==> src/rtl/fir_stream_ctrl.sv <==
// Stream sequencer and coefficient front-end for a 3-tap FIR datapath.
// Define FIR_CTRL_SAT_EN to clamp overflowed output samples to +/-16000.
module fir_stream_ctrl #(
  parameter int CNT_W     = 8,
  parameter int DRAIN_LEN = 2
) (
  input  logic             clk,
  input  logic             rst,
  input  logic             cfg_we,
  input  logic [1:0]       cfg_addr,
  input  logic [7:0]       cfg_wdata,
  input  logic             cfg_commit,
  input  logic             start,
  input  logic             stop,
  input  logic             ovf_clr,
  input  logic             s_valid,
  input  logic [7:0]       s_data,
  output logic             s_ready,
  output logic             filt_rst,
  output logic [7:0]       filt_data_in,
  output logic [7:0]       filt_coeff0,
  output logic [7:0]       filt_coeff1,
  output logic [7:0]       filt_coeff2,
  input  logic [15:0]      filt_data_out,
  input  logic             filt_ovf,
  output logic             m_valid,
  output logic [15:0]      m_data,
  output logic             m_ovf,
  output logic             busy,
  output logic [CNT_W-1:0] ovf_count,
  output logic             ovf_sticky
);

  localparam int DW = (DRAIN_LEN > 1) ? $clog2(DRAIN_LEN + 1) : 1;

  typedef enum logic [1:0] {IDLE, CLEAR, RUN, DRAIN} state_t;

  state_t          state, state_next;
  logic [DW-1:0]   drain_cnt;
  logic [7:0]      shadow [3];
  logic [7:0]      coeff  [3];
  logic            commit_pending;
  logic            tv1;
  logic [15:0]     data_q;
  logic            accept;
  logic            tv0;
  logic            drain_last;
  logic            apply_commit;

  assign accept       = (state == RUN) && s_valid;
  assign tv0          = accept || (state == DRAIN);
  assign drain_last   = (state == DRAIN) && (drain_cnt == DW'(DRAIN_LEN - 1));
  assign apply_commit = ((state == IDLE) && cfg_commit) ||
                        (drain_last && (commit_pending || cfg_commit));

  assign s_ready      = (state == RUN);
  assign filt_rst     = rst || (state == CLEAR);
  assign filt_data_in = accept ? s_data : 8'd0;
  assign filt_coeff0  = coeff[0];
  assign filt_coeff1  = coeff[1];
  assign filt_coeff2  = coeff[2];
  assign busy         = (state != IDLE) || tv1 || m_valid;

  // The filter reports overflow one cycle late, which lines up with the registered sample.
  assign m_ovf = m_valid && filt_ovf;

`ifdef FIR_CTRL_SAT_EN
  assign m_data = !m_ovf ? data_q :
                  ($signed(data_q) > 16'sd0) ? 16'h3E80 : 16'hC180;
`else
  assign m_data = data_q;
`endif

  always_comb begin
    state_next = state;
    case (state)
      IDLE:    if (start) state_next = CLEAR; else state_next = IDLE;
      CLEAR:   state_next = RUN;
      RUN:     if (stop) state_next = DRAIN; else state_next = RUN;
      DRAIN:   if (drain_last) state_next = IDLE; else state_next = DRAIN;
      default: state_next = IDLE;
    endcase
  end

  always_ff @(posedge clk or posedge rst) begin
    if (rst) begin
      state     <= IDLE;
      drain_cnt <= '0;
    end else begin
      state <= state_next;
      if (state == DRAIN) drain_cnt <= drain_cnt + DW'(1);
      else                drain_cnt <= '0;
    end
  end

  // Commit copies the shadow value as it stood before any same-cycle write.
  always_ff @(posedge clk or posedge rst) begin
    if (rst) begin
      for (int i = 0; i < 3; i++) begin
        shadow[i] <= 8'd0;
        coeff[i]  <= 8'd0;
      end
      commit_pending <= 1'b0;
    end else begin
      if (cfg_we) begin
        case (cfg_addr)
          2'd0:    shadow[0] <= cfg_wdata;
          2'd1:    shadow[1] <= cfg_wdata;
          2'd2:    shadow[2] <= cfg_wdata;
          default: ;
        endcase
      end
      if (apply_commit) begin
        coeff          <= shadow;
        commit_pending <= 1'b0;
      end else if (cfg_commit) begin
        commit_pending <= 1'b1;
      end
    end
  end

  always_ff @(posedge clk or posedge rst) begin
    if (rst) begin
      tv1     <= 1'b0;
      m_valid <= 1'b0;
      data_q  <= 16'd0;
    end else if (state == CLEAR) begin
      tv1     <= 1'b0;
      m_valid <= 1'b0;
      data_q  <= 16'd0;
    end else begin
      tv1     <= tv0;
      m_valid <= tv1;
      data_q  <= filt_data_out;
    end
  end

  always_ff @(posedge clk or posedge rst) begin
    if (rst) begin
      ovf_count  <= '0;
      ovf_sticky <= 1'b0;
    end else if (ovf_clr) begin
      ovf_count  <= '0;
      ovf_sticky <= 1'b0;
    end else if (m_valid && m_ovf) begin
      ovf_sticky <= 1'b1;
      if (ovf_count != {CNT_W{1'b1}})
        ovf_count <= ovf_count + {{(CNT_W-1){1'b0}}, 1'b1};
    end
  end

endmodule

==> config.mk <==
export PLATFORM = sky130hd
export DESIGN_NAME = fir_stream_ctrl
export DESIGN_NICKNAME = d
export VERILOG_FILES = /design/src/rtl/fir_stream_ctrl.sv
export SDC_FILE = /design/constraint.sdc
export NUM_CORES = 1
export LEC_CHECK = 0
export ABC_AREA = 0
export CORE_AREA = 2 2 118 63
export CTS_BUF_LIST = sky130_fd_sc_hd__clkbuf_8
export DETAILED_ROUTE_END_ITERATION = 6
export DIE_AREA = 0 0 120 65
export PLACE_DENSITY = 0.81
export REMOVE_ABC_BUFFERS = 1
export SYNTH_ARGS = -nofsm -noshare
export SYNTH_HDL_FRONTEND = slang
export SYNTH_SLANG_ARGS = --single-unit
export TNS_END_PERCENT = 20
==> constraint.sdc <==
create_clock -name clk -period 3.5 [get_ports clk]
set_input_delay 0.7 -clock clk [delete_from_list [all_inputs] [get_ports clk]]
set_output_delay 0.7 -clock clk [all_outputs]
set_load 0.03 [all_outputs]
# Yosys cells after proc, flatten, opt, wreduce, memory -nomap -nowiden
# Cells that the tools add are included.
# op_classes
eq_ne	7
mux	16
add_sub_neg	2
reduce_logical	22
# op_table
cell	count
two-way mux 8 bit	4
two-way mux 16 bit	1
adder 8 x 1 -> 8 bit (second input constant)	1
two-way mux 1 bit	8
inequality test 8 bit (second input constant)	1
case mux 2 bit (4 select lines)	1
AND reduction 2 bit	4
nonzero test 2 bit	4
equality test 2 x 1 -> 1 bit (second input constant)	3
equality test 2 bit (second input constant)	3
logical AND 1 bit	6
logical OR 1 bit	6
zero test 2 bit	2
two-way mux 2 bit	2
adder 2 x 1 -> 2 bit (second input constant)	1
# totals
input_bits	43
elab_cells	61
register_bits	80
output_inout_bits	62

# Longest topological paths before layout
# depth
ltp_word	5
depth_mapped	7
mapped_depth_nobuf	6

# Least setup slack after synthesis
# No wires, ideal clock.
# synth_path
path_kind	input port to output port
start	input port rst
end	output port filt_rst
cell_stages	2
n_path_buf	0
arrival_ns	3.020
path_slack_ns	-0.220
t_required_ns	2.800
cell_sequence	inv_1 > nand2_1
# synth_via
elab_chain_cells	1
# synth_lines
element	line_no	rtl
start, declared	8	input logic rst,
logical OR 1 bit	57	assign filt_rst = rst || (state == CLEAR);
end, declared	19	output logic filt_rst,
# No other way between the ends.

# Worst setup path in the final report
# layout_path
start	input port s_valid
end	output port filt_data_in[3]
# layout_via
elab_chain_cells	2
# layout_lines
element	line_no	rtl
start, declared	16	input logic s_valid,
logical AND 1 bit	50	assign accept = (state == RUN) && s_valid;
two-way mux 8 bit	58	assign filt_data_in = accept ? s_data : 8'd0;
end, declared	20	output logic [7:0] filt_data_in,
# No other way between the ends.

==> run_results.csv <==
group,metric,value,unit
clock_network,clock_path_buffers,2,
yosys,ys.flop_type,"dfrtp_1",
yosys,synthesis.area,3097,um2
setup_path,path_class,"in2out",
setup_path,critical_path_buf_inv_count,2,
yosys,syn_inst,219,
timing,setup_viol_count_final,0,
final_layout,final_common_cell,"clkdlybuf4s50_1",
placement,place_hpwl,4563,um
setup_path,crit_path_end_kind,"output pin",
grt,grt_pass1_wl,10570,um
yosys,async_reset_ff_share,100.0,%
final_layout,area_delta_synth_final,45.58,%
grt,antenna_found_initial,0,
final_layout,num_antenna_cells,0,
placement,placed_area,4248,um2
setup_path,cpPeakStageDelay,0.67,ns
timing,slew_headroom,35.01,%
route,ant_nets,0,
timing,period_minus_slack,2.844,ns
clock_network,clk_latency,0.34,ns
setup_path,crit_required,2.80,ns
clock_network,cts_inserted_buffers,9,
yosys,ys_seq_area_share,64.65,%
floorplan,num_io_pins,105,
timing,drv_slew,0,
clock_network,h-tree-depth,3,
floorplan,rows,22,
clock_network,cts_root_buf,"clkbuf_8",
final_layout,finish.net_count,376,
floorplan,die_height,65,um
clock_network,cts_hold_buf,0,
yosys,ys_ff_latch,80,
setup_path,worst_path_most_repeated_cell,"clkdlybuf4s50_1",
floorplan,fp.dieW,120,um
route,drtPass1Iterations,6,
route,drt_iter0_markers,130,
hold_path,hp-class,"reg2reg",
route,wire_per_inst,14.77,um
placement,dp.cells,416,
timing,worst_slack,0.6560,ns
placement,io_buffers,104,
placement,dp_slack,0.6432,ns
timing,worst_slew_pin_slew,0.9748,ns
setup_path,crit_path_start_kind,"input port",
floorplan,dieArea,7800,um2
final_layout,layoutNonFillerInstCount,432,
timing,rsz0062_at_grt,"false",
pwr,ir_drop,0.4022,mV
timing,clock.fmax,351.6,MHz
pwr,leakagePower,0.001931,uW
timing,min_period_over_period,81.26,%
grt,grt-ovfl-total,0,
floorplan,start_util,44.82,%
clock_network,cts.sinks,80,
route,post-route-drc-count,0,
grt,grt_pass1_vias,2104,
setup_path,slowest_stage,"clkdlybuf4s50_1",
flow_run,drv_cap,0,
route,via_count,2105,
setup_path,cp_top_family,"buffers and inverters",
setup_path,path_cells,"clkdlybuf4s50_1 -> and3_1 -> clkdlybuf4s50_1",
final_layout,final_core_util,65.25,%
clock_network,clk_pin_slew,0.08,ns
route,routed_wl,6380,um
clock_network,cts_tree,"built",
final_layout,stdcell_area,4508,um2
yosys,syn_area_per_cell,14.14,um2
yosys,ys_warn_count,0,
grt,grtUsageTotal,17.78,%
route,viasPerCell,4.873,
timing,finalHoldViolCount,0,
placement,place.gp.congestion,0.7921,
final_layout,fill_cells,513,
setup_path,critPathMaxFanout,9,
final_layout,final_cell_mix,"104 x clkdlybuf4s50_1, 80 x dfrtp_1, 48 x mux2_2, 17 x and2_1, 13 x nor2_1",
clock_network,post-cts-setup-buffers,0,
timing,skew,0.007641,ns
clock_network,cts-resized-gates,0,
grt,grt_max_degree,81,
yosys,synth_cell_types,30,
status,status,"finished clean",
setup_path,critPathArrivalTime,2.14,ns
yosys,synth_edf_count,0,
timing,whs,0.4518,ns
pwr,powerDensity,819.2,nW/um2
floorplan,core_area,6909,um2
final_layout,drive_gt1_share,20.54,%
layout make-up:
class	instances	area [um2]	area share, %
clock buffer	9	123.9	2.748
clock inverter	7	136.4	3.025
inverter	3	12.51	0.2775
multi-input combinational	131	1057	23.45
sequential	80	2002	44.41
tap	96	120.1	2.664
timing repair buffer	106	1056	23.42
cell families (layout without fill, tap and decap cells):
logic type | Yosys count | after routing | share of synthesized area, %
buffers and inverters | 8 | 125 | 1.212
AO/OA/AOI/OAI | 13 | 13 | 3.030
adder cells (fa/ha/maj) | 2 | 2 | 0.8080
multiplexers | 50 | 50 | 18.10
flip-flops | 80 | 80 | 64.65
XOR/XNOR | 3 | 3 | 0.8486
AND/OR/NAND/NOR | 63 | 63 | 11.35
power by group:
group          internal (uW)  switching [uW]  leakage, uW  total, uW
Combinational            708             774     0.000830       1480
Sequential              1200             156     0.000966       1360
Clock                    542             313     0.000136        855
cell usage after synthesis (3+ instances only):
| cell type | instances | share of area (%) |
|---|---|---|
| o21ai_0 | 3 | 0.48 |
| xor2_1 | 3 | 0.85 |
| and3_1 | 10 | 2.0 |
| clkbuf_1 | 3 | 0.36 |
| dfrtp_1 | 80 | 65 |
| mux2_2 | 48 | 17 |
| a21oi_1 | 3 | 0.48 |
| nand2_1 | 9 | 1.1 |
| and2_1 | 17 | 3.4 |
| nor2_1 | 13 | 1.6 |
| inv_1 | 3 | 0.36 |
| nand3_1 | 3 | 0.48 |
through the flow:
step | power [uW] | TNS, ns
2_1_floorplan | 2246 | -0.2204
3_3_place_gp | 2837 | 0
3_5_place_dp | 2872 | 0
4_1_cts | 3740 | 0
5_1_grt | 3895 | 0
6_report | 3693 | 0
per-layer routing:
metal / share of wire, % / GRT usage [%]
met4: 0.75 / 5.735
met1: 49 / 25.03
met2: 44 / 25.92
met3: 6.0 / 6.074
met5: 0 / 0
final timing paths:
check / from / endpoint / slack, ns / cells after the start
max: s_valid / filt_data_in[3] / 0.66 / 3
min in group asynchronous: rst / m_data[1] / 1.03 / 3
min reg2reg: drain_cnt[0] / drain_cnt[0] / 0.45 / 1
min: drain_cnt[0] / drain_cnt[0] / 0.45 / 1
max in group asynchronous: rst / filt_coeff2[0] / 1.84 / 3
max reg2reg: drain_cnt[1] / filt_coeff0[7] / 1.77 / 7
registers in the layout, indices dropped and copies added (netlist names), 2 cells and up:
signal       count
filt_coeff1      8
ovf_count        8
state            2
filt_coeff2      8
drain_cnt        2
shadow          24
m_data          16
filt_coeff0      8
(Power assumes the default switching activity.)
